`src/rtl/vdma_pkg.sv`:
```
// Shared types for the VDMA write path: scheduler states, burst length width
// and frame-buffer index type.
`timescale 1ns/1ps
package vdma_pkg;

  localparam int LEN_W = 9;

  typedef logic [1:0] fb_idx_t;

  typedef enum logic [2:0] {
    S_IDLE,
    S_WAIT_FRAME,
    S_WAIT_DATA,
    S_REQ,
    S_BUSY,
    S_FRAME_END
  } wr_state_t;

endpackage

```
`src/rtl/fb_index_rotator.sv`:
```
// Frame-buffer rotation for the write side: picks the next buffer while
// steering around the one the reader owns, and keeps the buffer base offset.
`timescale 1ns/1ps
module fb_index_rotator
  import vdma_pkg::*;
#(
  parameter int ADDR_WIDTH = 32,
  parameter int FB_NUM     = 3
) (
  input  logic                  clock,
  input  logic                  rst_n,
  input  logic                  advance,
  input  fb_idx_t               rd_fb_index,
  input  logic [ADDR_WIDTH-1:0] fb_base,
  input  logic [ADDR_WIDTH-1:0] frame_stride,
  output fb_idx_t               wr_fb_index,
  output logic [ADDR_WIDTH-1:0] frame_base
);

  logic [ADDR_WIDTH-1:0] off_r;
  logic [ADDR_WIDTH-1:0] off1;
  logic [ADDR_WIDTH-1:0] off2;
  fb_idx_t               idx1;
  fb_idx_t               idx2;

  function automatic fb_idx_t idx_inc(input fb_idx_t i);
    return (i == fb_idx_t'(FB_NUM - 1)) ? '0 : fb_idx_t'(i + 2'd1);
  endfunction

  // Offset restarts at zero on wrap, otherwise grows by one stride per step.
  always_comb begin
    idx1 = idx_inc(wr_fb_index);
    off1 = (idx1 == '0) ? '0 : off_r + frame_stride;
    idx2 = idx1;
    off2 = off1;
    if ((FB_NUM == 3) && (idx1 == rd_fb_index)) begin
      idx2 = idx_inc(idx1);
      off2 = (idx2 == '0) ? '0 : off1 + frame_stride;
    end
  end

  always_ff @(posedge clock or negedge rst_n) begin
    if (!rst_n) begin
      wr_fb_index <= '0;
      off_r       <= '0;
    end else if (advance) begin
      wr_fb_index <= idx2;
      off_r       <= off2;
    end
  end

  assign frame_base = fb_base + off_r;

endmodule

```
`src/rtl/vdma_wr_sched.sv`:
```
// Write-side burst scheduler: follows line/frame position of the input stream
// and issues address/length burst requests once the write FIFO holds enough.
`timescale 1ns/1ps
module vdma_wr_sched
  import vdma_pkg::*;
#(
  parameter int ADDR_WIDTH = 32,
  parameter int BURST_LEN  = 64,
  parameter int BPB        = 4,
  parameter int FB_NUM     = 3
) (
  input  logic                  clock,
  input  logic                  rst_n,
  input  logic                  enable,
  input  logic [15:0]           vactive,
  input  logic [15:0]           hactive,
  input  logic [ADDR_WIDTH-1:0] fb_base,
  input  logic [ADDR_WIDTH-1:0] frame_stride,
  input  logic [ADDR_WIDTH-1:0] line_stride,
  input  logic                  falign,
  input  logic                  lalign,
  input  logic                  ealign,
  input  logic                  data_vld,
  input  logic [15:0]           fifo_count,
  input  fb_idx_t               rd_fb_index,
  output logic                  burst_req,
  output logic [ADDR_WIDTH-1:0] burst_addr,
  output logic [LEN_W-1:0]      burst_len,
  input  logic                  burst_ack,
  input  logic                  burst_done,
  output fb_idx_t               wr_fb_index,
  output logic                  frame_done,
  output logic                  sync_err
);

  localparam int          BPB_SH    = $clog2(BPB);
  localparam logic [15:0] MAX_LEN16 = 16'(BURST_LEN);

  wr_state_t             state, state_nxt;
  logic [15:0]           hact_r, vact_r;
  logic [15:0]           line_cnt, beat_rem, rem_nxt;
  logic [ADDR_WIDTH-1:0] line_addr, beat_off, frame_base;
  logic [LEN_W-1:0]      len_sel;
  logic                  restart_pend;
  logic                  fifo_ok, cfg_in_ok, cfg_r_ok;
  logic                  premature, capture, upd, line_end, frame_last;
  logic [15:0]           pix_cnt, line_seen, pix_this, line_base;
  logic                  mark_err;
  logic                  unused_mark;

  function automatic logic [LEN_W-1:0] clip_len(input logic [15:0] rem);
    return (rem >= MAX_LEN16) ? LEN_W'(BURST_LEN) : rem[LEN_W-1:0];
  endfunction

  assign len_sel    = clip_len(beat_rem);
  assign fifo_ok    = fifo_count >= 16'(len_sel);
  assign cfg_in_ok  = (hactive != '0) && (vactive != '0);
  assign cfg_r_ok   = (hact_r != '0) && (vact_r != '0);
  assign premature  = falign && (state inside {S_WAIT_DATA, S_REQ, S_BUSY});
  assign capture    = falign && (premature || (state == S_WAIT_FRAME) ||
                                 ((state == S_FRAME_END) && enable));
  assign rem_nxt    = beat_rem - 16'(burst_len);
  assign line_end   = (rem_nxt == '0);
  assign frame_last = line_end && ((line_cnt + 16'd1) == vact_r);
  // A restart pending from a premature falign discards the finishing burst's progress.
  assign upd        = (state == S_BUSY) && burst_done && !falign && !restart_pend;

  always_ff @(posedge clock or negedge rst_n) begin
    if (!rst_n) state <= S_IDLE;
    else        state <= state_nxt;
  end

  always_comb begin
    state_nxt = state;
    case (state)
      S_IDLE:       if (enable) state_nxt = S_WAIT_FRAME;
      S_WAIT_FRAME: if (falign && cfg_in_ok) state_nxt = S_WAIT_DATA;
      S_WAIT_DATA: begin
        if (falign)       state_nxt = cfg_in_ok ? S_WAIT_DATA : S_WAIT_FRAME;
        else if (fifo_ok) state_nxt = S_REQ;
      end
      S_REQ:        if (burst_ack) state_nxt = S_BUSY;
      S_BUSY: begin
        if (burst_done) begin
          if (falign)            state_nxt = cfg_in_ok ? S_WAIT_DATA : S_WAIT_FRAME;
          else if (restart_pend) state_nxt = cfg_r_ok ? S_WAIT_DATA : S_WAIT_FRAME;
          else if (frame_last)   state_nxt = S_FRAME_END;
          else                   state_nxt = S_WAIT_DATA;
        end
      end
      S_FRAME_END: begin
        if (!enable)                  state_nxt = S_IDLE;
        else if (falign && cfg_in_ok) state_nxt = S_WAIT_DATA;
        else                          state_nxt = S_WAIT_FRAME;
      end
      default: state_nxt = S_IDLE;
    endcase
  end

  always_ff @(posedge clock or negedge rst_n) begin
    if (!rst_n) begin
      burst_req    <= 1'b0;
      burst_addr   <= '0;
      burst_len    <= '0;
      frame_done   <= 1'b0;
      sync_err     <= 1'b0;
      restart_pend <= 1'b0;
      line_cnt     <= '0;
      beat_rem     <= '0;
    end else begin
      frame_done <= (state == S_BUSY) && (state_nxt == S_FRAME_END);
      sync_err   <= premature;

      if ((state == S_WAIT_DATA) && !falign && fifo_ok) begin
        burst_req  <= 1'b1;
        burst_addr <= frame_base + line_addr + beat_off;
        burst_len  <= len_sel;
      end else if ((state == S_REQ) && burst_ack) begin
        burst_req  <= 1'b0;
      end

      if (capture)
        restart_pend <= (state == S_REQ) || ((state == S_BUSY) && !burst_done);
      else if ((state == S_BUSY) && burst_done)
        restart_pend <= 1'b0;

      if (capture) begin
        line_cnt <= '0;
        beat_rem <= hactive;
      end else if (upd) begin
        if (line_end) begin
          line_cnt <= line_cnt + 16'd1;
          beat_rem <= hact_r;
        end else begin
          beat_rem <= rem_nxt;
        end
      end
    end
  end

  // Geometry and address accumulators only matter after a capture.
  always_ff @(posedge clock) begin
    if (capture) begin
      hact_r    <= hactive;
      vact_r    <= vactive;
      line_addr <= '0;
      beat_off  <= '0;
    end else if (upd) begin
      if (line_end) begin
        line_addr <= line_addr + line_stride;
        beat_off  <= '0;
      end else begin
        beat_off  <= beat_off + (ADDR_WIDTH'(burst_len) << BPB_SH);
      end
    end
  end

  // Marker cross-check: flag kept for debug probing, never steers the schedule.
  assign pix_this  = (falign ? 16'd0 : pix_cnt) + 16'd1;
  assign line_base = falign ? 16'd0 : line_seen;

  always_ff @(posedge clock) begin
    if (data_vld) begin
      mark_err  <= (lalign && (pix_this != hact_r)) ||
                   (ealign && ((line_base + 16'd1) != vact_r));
      pix_cnt   <= lalign ? 16'd0 : pix_this;
      line_seen <= ealign ? 16'd0 : (lalign ? line_base + 16'd1 : line_base);
    end else begin
      mark_err  <= 1'b0;
    end
  end

  assign unused_mark = mark_err;

  fb_index_rotator #(
    .ADDR_WIDTH (ADDR_WIDTH),
    .FB_NUM     (FB_NUM)
  ) u_rot (
    .clock        (clock),
    .rst_n        (rst_n),
    .advance      (state == S_FRAME_END),
    .rd_fb_index  (rd_fb_index),
    .fb_base      (fb_base),
    .frame_stride (frame_stride),
    .wr_fb_index  (wr_fb_index),
    .frame_base   (frame_base)
  );

endmodule

```
`config.mk`:
```
export PLATFORM = sky130hd
export DESIGN_NAME = vdma_wr_sched
export DESIGN_NICKNAME = d
export VERILOG_FILES = /design/src/rtl/vdma_pkg.sv /design/src/rtl/fb_index_rotator.sv /design/src/rtl/vdma_wr_sched.sv
export SDC_FILE = /design/constraint.sdc
export NUM_CORES = 1
export LEC_CHECK = 0
export CAP_MARGIN = 5
export CORE_MARGIN = 2
export CORE_UTILIZATION = 45
export DETAILED_ROUTE_END_ITERATION = 10
export PLACE_DENSITY = 0.78
export SLEW_MARGIN = 0
export SYNTH_ARGS = -nofsm -noshare
export SYNTH_HDL_FRONTEND = slang
export SYNTH_SLANG_ARGS = --single-unit
```
`constraint.sdc`:
```
create_clock -name clock -period 8 [get_ports clock]
set_clock_uncertainty 0.1 [all_clocks]
set_input_delay 0.8 -clock clock [delete_from_list [all_inputs] [get_ports clock]]
set_output_delay 0.8 -clock clock [all_outputs]
set_load 0.02 [all_outputs]
```
==> results.md, run 1 <==
* Outcome: completed
* I/O pins at between 200 and 250
* Final wirelength at 45,200 µm
* Startpoint Class: primary input
* Vias/cell at 5.79
* Area of the core at 36,800 µm²
* DRC at 0
* Leakage at around 8.7 nW
* Num Clock Sinks at approximately 210
* CP startpoint: frame_stride[0]
* Resized cells post-CTS at 0
* Synth warn at 0
* EDFF count, synth at 32
* Dpl hpwl at 35,900 µm
* Post-Syn Area at 16,900 µm²
* Fin crit share at 0.776
* Max cap viols at 0
* Slew HR at 0.378
* Initial core utilization at 0.459
* R2r setup slk at 2.11 ns
* Post-CTS setup buffer count at 0
* Tot GR Track Use at 0.230
* Ys async rst share at 0.548
* FF/Latch Area at between 5000 and 6000 µm²
* Die X at between 150 and 200 µm
* CTS Hold Bufs at 0
* Site Rows at 70
* Post-synth top cells: 183 x nor2_1, 153 x ha_1, 143 x a21oi_1
* # fillers at about 3.3k
* Vias in the first global route at about 14k
* CTS tree: done
* Leading area contributor after synthesis: dfrtp_1
* Worst vdd ir at between 200 and 250 µV
* CTS Root Cell: clkbuf_16
* Worst Hold Slack at about 0.24 ns
* Unique masters post-synth at 75
* Final setup TNS at 0 ns
* Area of the multi-input gates at 11,500 µm²
* Ranking of synthesized cells by area: dfrtp_1 17%, ha_1 11%, fa_1 7.7%
* Worst r2r src: u_rot.off_r[4]
* Reg2reg end: u_rot.off_r[30]
* Area grow syn2layout at 19.3%
* Post-route ant nets at 0
* Syn Area/Cell at 9.11 µm²
* Num CTS Buffers at 24
* Final Max Slew Viols at 0
* CP Capture Type: flop
* CP Max Fanout at 6
* Setup-failing EPs final at 0
* DR vias at 14.6k
* DRT Pass-1 Iters at 7
* Worst-path clk slew at 0.06 ns
* Wirelength per Cell at roughly 18 µm
* Flops & latches, synth at about 210
* Final Wtd Congestion at 0.930
* Fmax at roughly 160 MHz
* Worst EP required at 8.29 ns
* Tmin final at a little over 6 ns
* Actual slew at the worst max-slew pin at between 0.9 and 1 ns
* Reg2Reg Depth at 22
* H-tree depth at 1
* Setup crit end: u_rot.off_r[30]
* Total grt overflow at 0
* PwrDens at around 350 nW/µm²
* Critical Path AT at roughly 6.5 ns
* Clk_lat worst skew at between 0.5 and 0.6 ns
* HP Class: primary input to async pin
* Die height at about 200 µm
* Full die area at slightly below 40,000 µm²
* Most numerous cell in the Yosys netlist: nor2_1
* Pin count of the biggest net entering global routing at 65
* Post-synthesis sequential area ratio at 0.299
* Global-route wire length before repair at just over 70,000 µm
* Cells after Synth at 1,853
* Crit path kind: primary input to flop
* Share of the synthesized area in the top cell type at 0.169
* Port Buf Inserts at approximately 200
* DR iter-0 viols at ~870
* Layout cells sized above 1 at 0.0526
* Antenna violations before repair at 3
* Final hold violation count at 0
* RSZ-0062 raised after global routing: no
* Nets at around 2.4k
* Top_reg_cell synth: dfrtp_1
* Max clock buf depth at 3
through the flow:
| step | total power [mW] | worst slack [ns] | util | std cells | instance area (µm²) |
|---|---|---|---|---|---|
| floorplan | 4.78 | 2.46 | - | 1854 | 16900 |
| global placement | 5.74 | 1.43 | 0.526 | 2477 | 19400 |
| detailed placement | 5.87 | 1.38 | 0.526 | 2477 | 19400 |
| CTS | 6.97 | 1.88 | 0.547 | 2521 | 20100 |
| global route | 7.54 | 1.41 | 0.547 | 2524 | 20100 |
| finish | 6.97 | 1.79 | 0.547 | 2524 | 20100 |
cell families after synthesis:
kind of cell,synth area share
buffers and inverters,0.0245
XOR/XNOR,0.0955
AO/OA/AOI/OAI,0.204
other,0.000222
adder cells (fa/ha/maj),0.191
AND/OR/NAND/NOR,0.159
multiplexers,0.0262
flip-flops,0.299
metal layers:
metal  GRT usage  wire length (µm)  up-vias
li1            -                 -     7111
met1       0.319             20400     6975
met2       0.381             20800      453
met3      0.0212              2540       81
met4      0.0691              1410        0
met5           0                 0        -
critical path, stage by stage:
cell             delay (ns)
clkdlybuf4s50_1        0.47
ha_1                   0.28
fa_1                   0.44
a21oi_1                0.19
o21ai_0                0.18
a311o_1                0.39
a31o_2                 0.29
a21o_1                 0.17
a21oi_1                0.20
o21ai_0                0.16
xnor2_1                0.17
nor2_1                 0.07
ha_1                   0.37
and4_1                 0.28
and3_1                 0.20
nand4_1                0.14
a21oi_1                0.13
a221oi_1               0.41
nor2b_1                0.14
a221o_1                0.41
a21o_1                 0.19
a21oi_1                0.16
xor2_1                 0.16
o211ai_1               0.11
where the power goes:
part           internal, mW  switching (mW)
logic                  1.89            2.35
registers              1.35           0.301
clock network         0.616           0.454
final cells by class:
cell class                 instances  share of cell area
multi-input combinational       1538               0.569
sequential                       208               0.251
timing repair buffer             209               0.102
clock buffer                      30              0.0325
tap                              468              0.0291
inverter                          54              0.0101
clock inverter                    14             0.00559
antenna                            3            0.000373
placed cells by master, fill, tap and decap left out, types with 22 or more instances in the layout:
cell type,n
a21oi_1,143
edfxtp_1,32
xor2_1,75
nand3_1,70
dfrtp_1,114
a21o_1,66
dfxtp_1,62
mux2_2,30
nand2b_1,22
nand2_1,135
nor4_1,23
a221oi_1,33
o21ai_0,127
xnor2_1,109
clkbuf_16,25
clkdlybuf4s50_1,196
fa_1,65
nor2_1,182
and3_1,27
inv_1,53
ha_1,153
registers in the layout, summed over array words and instances, names as in the netlist:
signal             count
beat_off              30
hact_r                16
line_cnt              16
sync_err               1
beat_rem              16
restart_pend           1
burst_req              1
state                  3
frame_done             1
u_rot.off_r           32
burst_addr            32
line_addr             32
burst_len              9
vact_r                16
u_rot.wr_fb_index      2
worst min path at each step:
stage | start | endpoint | slack (ns) | cells past startpoint
2_1_floorplan | hact_r[11] | beat_rem[11] | 0.35 | 2
3_3_place_gp | hact_r[14] | beat_rem[14] | 0.37 | 2
3_5_place_dp | hact_r[13] | beat_rem[13] | 0.38 | 2
4_1_cts | rst_n | beat_rem[3] | 0.27 | 1
5_1_grt | rst_n | beat_rem[5] | 0.30 | 1
6_report | rst_n | beat_rem[4] | 0.24 | 1
Note: power is estimated with default switching activity, not from simulation.
==> run 2, diff against run 1 <==
==> constraint.sdc (replaced) <==
create_clock -name clock -period 6.4 [get_ports clock]
set_clock_uncertainty 0.1 [all_clocks]
set_input_delay 0.64 -clock clock [delete_from_list [all_inputs] [get_ports clock]]
set_output_delay 0.64 -clock clock [all_outputs]
set_load 0.02 [all_outputs]
==> run 2 against run 1 <==
  * Setup slack got worse by 1.2 ns
  * Sequential share of layout area fell by 0.16 points
  * Via count is 1.8% higher
  * Non-clock buffer count rose by 13
  * Critical path depth did not move
  * Sequential cell count did not move
  * Register-to-register slack lost 1.3 ns
  * Cell area rose by 0.65%
  * Critical endpoint is now u_rot.off_r[29]
  * Critical path type unchanged
  * Wire length increased by 3.0%
==> results.md, run 2 (same netlist as run 1, synthesis figures left out) <==
* Tmin final at roughly 5.8 ns
* Full die area at just under 40,000 µm²
* Fin util at 0.551
* Max cap viols at 0
* Critical Path AT at between 6 and 7 ns
* Site Rows at 70
* Dpl hpwl at about 37,000 µm
* CTS Hold Bufs at 0
* CTS tree: done
* Post-CTS setup buffer count at 0
* Combinational power share at 0.609
* RSZ-0062 raised after global routing: no
* Reg power frac at 0.233
* Slew HR at 0.354
* Outcome: completed
* Max clock buf depth at 3
* DR vias at approximately 15k
* Worst path slowest cell: clkdlybuf4s50_1
* PwrDens at around 440 nW/µm²
* Clk_lat worst skew at between 0.5 and 0.6 ns
* Int Pwr at around 4.9 mW
* Final Wtd Congestion at ~0.91
* Crit path cell chain: clkdlybuf4s50_1 -> ha_1 -> a2111oi_2 -> o21ai_0 -> a311o_1 -> a31o_2 -> a21o_1 -> a21oi_1 -> o21ai_0 -> xnor2_1 -> nor2_1 -> ha_1 -> buf_4 -> a21o_1 -> a221o_1 -> a21oi_1 -> o21a_1 -> o31ai_1 -> a21oi_1 -> nor2_1 -> a31o_2 -> xor2_1 -> a221oi_1 -> nor2_1
* # fillers at between 3k and 4k
* Clk pwr share at 0.158
* Actual slew at the worst max-slew pin at 0.968 ns
* Fin crit share at 0.900
* Resized cells post-CTS at 0
* Final wirelength at ~47,000 µm
* Wirelength per Cell at 18.4 µm
* Area of the core at 36,800 µm²
* Layout cells sized above 1 at 0.0595
* Vias/cell at a little under 6
* Total grt overflow at 0
* Dpl cells at 2,490
* Fmax at between 150 and 200 MHz
* Pre-CTS worst setup slack at roughly 0.21 ns
* Leakage at roughly 8.8 nW
* Final setup TNS at 0 ns
* HP Class: primary input to async pin
* Port Buf Inserts at between 150 and 200
* Area grow syn2layout at 20.0%
* Nets at roughly 2.4k
* Antenna violations before repair at 4
* Initial core utilization at 0.459
* Placed cell areas at roughly 19,000 µm²
* Post-route ant nets at 0
* Worst EP required at 6.69 ns
* Final Cell Area at just over 20,000 µm²
* Global-route wire length before repair at roughly 75,000 µm
* CP Max Fanout at 4
* DR iter-0 viols at approximately 920
* DRT Pass-1 Iters at 5
* CP Buf/Inv Count at 2
* Die X at 198 µm
* Startpoint Class: primary input
* PnR worst setup slack at ~0.64 ns
* Final hold violation count at 0
* Final Max Slew Viols at 0
* I/O pins at approximately 200
* Vias in the first global route at 14.7k
* Pin count of the biggest net entering global routing at 64
* Num CTS Buffers at 24
* H-tree depth at 1
* CTS Root Cell: clkbuf_16
* P_sw at around 4 mW
* Tot GR Track Use at 0.238
* Critical path's top delay family: compound AO/OA/AOI/OAI gates
* Post-route insts no fill at roughly 2.5k
* Setup-failing EPs final at 0
* Num Clock Sinks at 208
* CP Capture Type: flop
* Most frequent cells in the layout: 196 x clkdlybuf4s50_1, 182 x nor2_1, 153 x ha_1, 143 x a21oi_1, 135 x nand2_1
* Commonest non-fill, non-tap cell in the layout: clkdlybuf4s50_1
* Die height at ~200 µm
* Crit path kind: primary input to flop
* Worst-path clk slew at ~0.06 ns
* Sw Share at 0.443
* Top flop regs: burst_addr x32, line_addr x32, u_rot.off_r x32
* DRC at 0
* CP max stage delay at 0.47 ns
* Worst vdd ir at roughly 320 µV
run 2: through the flow:
stage               power [mW]  hold WS [ns]
floorplan                 5.97         0.244
global placement          7.26         0.370
detailed placement        7.42         0.384
CTS                       8.87         0.113
global route              9.59         0.134
finish                    8.88        0.0958
run 2: cell type report:
cell class / instances / area, µm² / share of cell area
Inverter: 54 / 203 / 0.0100
Tap cell: 468 / 586 / 0.0289
Timing Repair Buffer: 222 / 2160 / 0.106
Clock inverter: 12 / 119 / 0.00587
Antenna cell: 3 / 7.51 / 0.000371
Clock buffer: 32 / 682 / 0.0337
Multi-Input combinational cell: 1538 / 11500 / 0.565
Sequential cell: 208 / 5050 / 0.250
run 2: routing by layer:
metal,global-route usage,wire length [µm]
met4,0.0744,1470
met1,0.325,21100
met2,0.394,21500
met3,0.0292,2440
met5,0,11
run 2: final timing paths:
path | from | end | slack [ns] | depth (start not counted)
max in group asynchronous | rst_n | burst_addr[21] | 4.77 | 2
max reg2reg | u_rot.off_r[4] | u_rot.off_r[29] | 0.81 | 23
min in group clock | burst_req | burst_req | 0.39 | 1
min | rst_n | beat_rem[3] | 0.1 | 1
max | frame_stride[4] | u_rot.off_r[29] | 0.64 | 24
min reg2reg | burst_req | burst_req | 0.39 | 1
run 2: power groups by stage:
stage | clock network (mW) | logic, mW | registers (mW)
2_1_floorplan | 0 | 3.89 | 2.08
3_3_place_gp | 0 | 5.17 | 2.09
3_5_place_dp | 0 | 5.32 | 2.10
4_1_cts | 1.44 | 5.36 | 2.08
5_1_grt | 1.49 | 5.99 | 2.12
6_report | 1.40 | 5.40 | 2.07
